## src/rtl/pd_retention_responder.sv

```systemverilog
// pd_retention_responder: gated-domain state register with retention shadow, isolation clamp and power-up ramp.
module pd_retention_responder #(
  parameter int WIDTH = 16,
  parameter int PWR_UP_CYCLES = 4,
  parameter logic [WIDTH-1:0] CLAMP_VAL = '0,
  parameter logic [WIDTH-1:0] POISON_VAL = 16'hDEAD
) (
  input  logic             CLK,
  input  logic             RST,
  input  logic             iso_en,
  input  logic             ret_en,
  input  logic             pse,
  input  logic [WIDTH-1:0] d_in,
  input  logic             d_valid,
  output logic [WIDTH-1:0] q_out,
  output logic             pwr_ack,
  output logic             ret_valid,
  output logic             err_seq
);
  localparam int CW = $clog2(PWR_UP_CYCLES + 1);
  localparam logic [CW-1:0] LAST = CW'(PWR_UP_CYCLES - 1);
  typedef enum logic [1:0] {ON, OFF, RAMP} state_t;
  state_t state, state_n;
  logic [WIDTH-1:0] q_reg, ret_reg;
  logic [CW-1:0] cnt;
  logic ret_en_d, iso_en_d;
  logic rise, fall, on, pwr_loss, save, restore, load, err_now;
  assign q_out = iso_en ? CLAMP_VAL : q_reg;
  always_comb begin
    state_n = state;
    case (state)
      ON:      state_n = pse ? ON : OFF;
      OFF:     state_n = pse ? RAMP : OFF;
      RAMP:    state_n = !pse ? OFF : (cnt == LAST) ? ON : RAMP;
      default: state_n = ON;
    endcase
    rise = ret_en & ~ret_en_d;
    fall = ~ret_en & ret_en_d;
    on = state == ON;
    pwr_loss = on & ~pse;
    save = rise & on;
    restore = fall & on & ret_valid & pse;
    load = on & d_valid & ~iso_en & ~ret_en & pse;
    err_now = (pwr_loss & (~iso_en | ~ret_en)) | ((rise | fall) & ~on) | (iso_en_d & ~iso_en & ~pwr_ack);
  end
  always_ff @(posedge CLK) begin
    if (RST) begin
      state <= ON;
      q_reg <= '0;
      ret_reg <= '0;
      ret_valid <= 1'b0;
      pwr_ack <= 1'b1;
      err_seq <= 1'b0;
      cnt <= '0;
      ret_en_d <= 1'b0;
      iso_en_d <= 1'b0;
    end else begin
      state <= state_n;
      ret_en_d <= ret_en;
      iso_en_d <= iso_en;
      pwr_ack <= state_n == ON;
      cnt <= (state == RAMP) ? cnt + 1'b1 : '0;
      if (pwr_loss) q_reg <= POISON_VAL;
      else if (restore) q_reg <= ret_reg;
      else if (load) q_reg <= d_in;
      if (save) begin
        ret_reg <= q_reg;
        ret_valid <= 1'b1;
      end else if (restore) ret_valid <= 1'b0;
      if (err_now) err_seq <= 1'b1;
    end
  end
endmodule

```

## config.mk

```make
export PLATFORM = sky130hd
export DESIGN_NAME = pd_retention_responder
export DESIGN_NICKNAME = d
export VERILOG_FILES = /design/src/rtl/pd_retention_responder.sv
export SDC_FILE = /design/constraint.sdc
export NUM_CORES = 1
export LEC_CHECK = 0
export ABC_AREA = 0
export BUFFER_PORTS_ARGS = -buffer_cell sky130_fd_sc_hd__buf_2
export CAP_MARGIN = 20
export CORE_MARGIN = 4
export CORE_UTILIZATION = 40
export DETAILED_ROUTE_END_ITERATION = 12
export PLACE_DENSITY = 0.71
export SYNTH_ARGS = -nofsm -noshare
export SYNTH_HDL_FRONTEND = slang
export SYNTH_SLANG_ARGS = --single-unit
```

## constraint.sdc

```tcl
create_clock -name CLK -period 4.2 [get_ports CLK]
set_clock_uncertainty 0.05 [all_clocks]
set_input_delay 0 -clock CLK [delete_from_list [all_inputs] [get_ports CLK]]
set_output_delay 0 -clock CLK [all_outputs]
set_load 0.02 [all_outputs]
```

; ---- Word-level counts from Yosys, hierarchy flattened
; Cells that the tools add are included.
[classes]
bitwise_logic = 26
n_reduce_logical = 7
eq_ne = 3
mux = 11
n_addsub = 1
[op_table]
columns = op, n
row1 = 16-bit two-way mux, 4
row2 = 1-bit bitwise AND, 15
row3 = 1-bit NOT, 7
row4 = 2-bit two-way mux, 3
row5 = 2-bit case mux with 3 select lines, 1
row6 = 2-bit zero test, 2
row7 = 1-bit OR, 4
row8 = 2-bit nonzero test, 2
row9 = 2-bit OR reduction, 2
row10 = 3-bit by 1-bit adder with 3-bit output (second input constant), 1
row11 = 3-bit by 2-bit == test with 1-bit output (second input constant), 1
row12 = 1-bit two-way mux, 3
row13 = 3-bit nonzero test, 1
row14 = 2-bit by 1-bit == test with 1-bit output (second input constant), 1
row15 = 2-bit == test (second input constant), 1
[totals]
input_bits = 22
word_cells = 58
out_inout_bits = 19
regBits = 42

; ---- Depth between registers and ports, before layout
[logic_depth]
word_depth = 8
ltp_mapped = 8
ltp_nobuf = 6

; ---- Worst setup path before layout
; No wires, ideal clock.
[synth_path]
kind = reg2reg
startpoint = reg state[0]
endpoint = reg q_reg[10]
path_slack_ns = 2.686
stages_incl_launch_ff = 7
arrival_ns = 1.321
setup_ns = 0.143
synth_period_minus_slack_ns = 1.514
cell_sequence = dfxtp_1 buf_2 nor3b_1 nand3b_1 clkbuf_1 nor2_1 nor4_2
[synth_via]
elab_chain_len = 6
word_cells_on_any_way = 12
classes_between = 2 x mux / 8 x bitwise / 2 x reduce/logical
[synth_lines]
columns = element, line_no
row1 = "start, declared", 23  ; state_t state, state_n;
row2 = "start signal, assigned", 58  ; state <= state_n;
row3 = 2-bit zero test *, 39  ; on = state == ON;
row4 = "1-bit bitwise AND, on equally long branches (3 in a row)", "43, 42"
row5 = 1-bit bitwise AND or 16-bit two-way mux (tied branches), "43, 64"
row6 = 3-bit nonzero test (no source line) or 16-bit two-way mux (tied branches), --
row7 = "end signal, assigned", 64  ; else if (restore) q_reg <= ret_reg;
row8 = "end signal, assigned", 65  ; else if (load) q_reg <= d_in;
row9 = "end, declared", 24  ; logic [WIDTH-1:0] q_reg, ret_reg;
; Every way passes the cells marked *; elsewhere a longest branch is shown, timed or not.
; A chain may end at the register's enable or synchronous reset.

; ---- Worst setup path after layout
[layout_path]
startpoint = in ret_en
endpoint = reg q_reg[4]
[layout_via]
elab_chain_len = 6
word_cells_on_any_way = 9
classes_between = 1 x mux / 7 x bitwise / 1 x reduce/logical
[layout_lines]
columns = element, line_no
row1 = "start, declared", 11  ; input logic ret_en,
row2 = 1-bit NOT *, "38, 43"
row3 = 1-bit bitwise AND, 38  ; fall = ~ret_en & ret_en_d;
row4 = 1-bit bitwise AND (3 in a row), 42  ; restore = fall & on & ret_valid & pse;
row5 = 16-bit two-way mux or 2-bit nonzero test (tied branches), --
; Marks and branches as above.

==> results.cfg <==
[die]
start_util_pct = 41.8
i_o_pin_total = 41
row_count = 24
fp.coreArea_um2 = 4410
fp.dieH_um = 75.9
die-area_um2 = 5760
die_width_um = 75.9

[setup_path]
crit_path_start_kind = primary input
cp_data_arrival_time_ns = 2.11
crit_path_end_kind = flip-flop
required_ns = 4.34
criticalPathCategory = in2reg
crit_fanout = 12

[logic_synthesis]
synth_seq_area_share_pct = 45.6
syn_area_um2 = 1840
post_synthesis_net_count = 245
postSynthRegisterBits = 42
yosysWarningCount = 0
postSynthCellCount = 219
post_synth_num_cell_types = 29
avgSynthCellArea_um2 = 8.42

[power]
power-per-cell-area_nw_per_um2 = 353
ir_drop_mv = 0.165
leakage_component_of_the_power_nw = 0.976

[global_routing]
grt_antenna_before_repair = 0
global_route.usage.total_pct = 14.9
globalRouteOverflowTotal = 0
grt_max_degree = 38
first_pass_grt_wire_length_um = 7010
vias_in_the_first_global_route = 1501

[sta]
hold_viol = 0
final.hold.worst_slack_ns = 0.0815
slew_headroom_pct = 49.5
final.min_clock_period_ns = 1.97
rsz0062_at_grt = false
totalNegativeSetupSlack_ns = 0
final-setup-viol-count = 0
worst_max_slew_pin_slew_ns = 0.757
timing.fmax_mhz = 507
finalCritPeriodShare_pct = 47.0
final_slew_viol_count = 0

[cts]
cts-root-to-sink-buffers = 2
numCtsBuffers = 5
clkLatencyLatePin_ns = 0.30
cts_max_level = 2
clk_root_buffer_cell = sky130_fd_sc_hd__clkbuf_8
cts.sinks = 42
clk_pin_slew_ns = 0.07
clock_tree_from_tritoncts = done

[cells_and_area]
area.growth.synth_to_final_pct = 25.8
antenna_cells = 0
multi_input_area_um2 = 923
num-fill-cells = 423
fin_nets = 297
layout.area.seq_um2 = 841
final_layout_size_suffix_gt1_share_pct = 24.3

[drt]
drt-pass1-iter-count = 4
drt_wl_total_um = 4200
via_count = 1598
number_of_nets_with_antenna_violations_after_detailed_routing = 0
dr.first_iter.drc_count = 85
detail_route.drc_violations = 0
wl_per_cell_um = 13.0
drt-vias-per-instance = 4.93

[min_path]
class_of_the_most_critical_hold_timing_path = in2reg

[run]
drv.max_cap_violation_count = 0

[placement]
detailedPlacementHpwl_um = 2760
gpl.final_weighted_congestion = 0.777
placement.io_buffers = 40

[status]
status = complete, no violations
-- final timing paths --
kind / from / endpoint / slack, ns / cells past startpoint
setup reg to reg: state[0]$_SDFF_PP0_ / q_reg[2]$_SDFFE_PP0P_ / 2.34 / 4
setup / recovery: ret_en / q_reg[4]$_SDFFE_PP0P_ / 2.23 / 6
hold / removal: iso_en / iso_en_d$_SDFF_PP0_ / 0.08 / 2
hold reg to reg: ret_reg[1]$_SDFFE_PP0P_ / ret_reg[1]$_SDFFE_PP0P_ / 0.41 / 2
-- layer usage --
layer	part of all wire, %	global-route usage [%]	vias to the layer above
met2	46	22.8	29
met3	4.0	4.50	7
met1	48	18.8	733
met5	0	0	-
li1	-	-	829
met4	2.1	7.30	0
-- cells by family after synthesis --
logic type,Yosys count,share of synthesized area [%]
adders and majority gates,4,2.71
AOI/OAI and AO/OA,35,12.6
and+or+nand+nor,120,34.8
DFF,42,45.6
buffers and inverters,18,4.34
-- where the power goes --
part           switching, mW  internal, mW
sequential            0.0146         0.419
combinational         0.0653        0.0512
clock                  0.137         0.133
-- timing repair --
action                    CTS  global route
gates resized for setup     0             0
buffers inserted            0             0
hold buffers               18             0
hold endpoints to repair   19             0
-- cell usage after synthesis (all sizes together) --
| cell | count | area, um^2 |
|---|---|---|
| or3 | 1 | 6.26 |
| o2bb2ai | 4 | 35.0 |
| nor2b | 11 | 68.8 |
| and2 | 2 | 12.5 |
| or3b | 1 | 11.3 |
| a22oi | 4 | 30.0 |
| a211oi | 1 | 7.51 |
| o21ai | 3 | 15.0 |
| dfxtp | 42 | 841 |
| nand2b | 2 | 12.5 |
| buf | 6 | 35.0 |
| nor3b | 3 | 22.5 |
| clkbuf | 7 | 26.3 |
| nor3 | 1 | 5.00 |
| inv | 5 | 18.8 |
| a311o | 1 | 10.0 |
| nor4 | 11 | 131 |
| nand2 | 36 | 135 |
| nor2 | 42 | 158 |
| and2b | 7 | 61.3 |
| o21bai | 1 | 7.51 |
| a311oi | 1 | 26.3 |
| a21oi | 20 | 100 |
| ha | 4 | 50.1 |
| nand3 | 2 | 10.0 |
| nand3b | 1 | 7.51 |
-- stage by stage --
step / std cells / instance area (um^2) / util, % / total power, mW / setup slack [ns]
after floorplan: 219 / 1840 / - / 0.514 / 2.69
after global placement: 298 / 2050 / 46.4 / 0.546 / 2.33
after detailed placement: 298 / 2050 / 46.4 / 0.547 / 2.32
after CTS: 324 / 2320 / 52.6 / 0.824 / 2.23
after global routing: 324 / 2320 / 52.6 / 0.853 / 2.13
final: 324 / 2320 / 52.6 / 0.819 / 2.23
-- cell type report --
cell class / instances / area share, %
Clock buffer: 7 / 3.72
Clock inverter: 1 / 0.216
Inverter: 5 / 0.809
Multi-Input combinational cell: 159 / 39.8
Sequential cell: 42 / 36.2
Tap cell: 52 / 2.80
Timing Repair Buffer: 58 / 16.4
-- worst max-delay path: stages --
cell,delay [ns]
sky130_fd_sc_hd__dlygate4sd3_1,0.53
sky130_fd_sc_hd__buf_2,0.15
sky130_fd_sc_hd__or3b_4,0.43
sky130_fd_sc_hd__a311oi_4,0.62
sky130_fd_sc_hd__nor2_1,0.20
sky130_fd_sc_hd__o2bb2ai_1,0.18
-- cell usage in the layout (no fill, tap or decap), types with 5 or more instances in the layout --
cell type	n
sky130_fd_sc_hd__nor2_1	42
sky130_fd_sc_hd__dfxtp_1	42
sky130_fd_sc_hd__buf_2	40
sky130_fd_sc_hd__nand2_1	36
sky130_fd_sc_hd__a21oi_1	20
sky130_fd_sc_hd__dlygate4sd3_1	18
sky130_fd_sc_hd__nor2b_1	11
sky130_fd_sc_hd__nor4_2	10
sky130_fd_sc_hd__and2b_2	7
sky130_fd_sc_hd__clkbuf_8	6
sky130_fd_sc_hd__inv_1	5
Note: power is estimated with default switching activity, not from simulation.
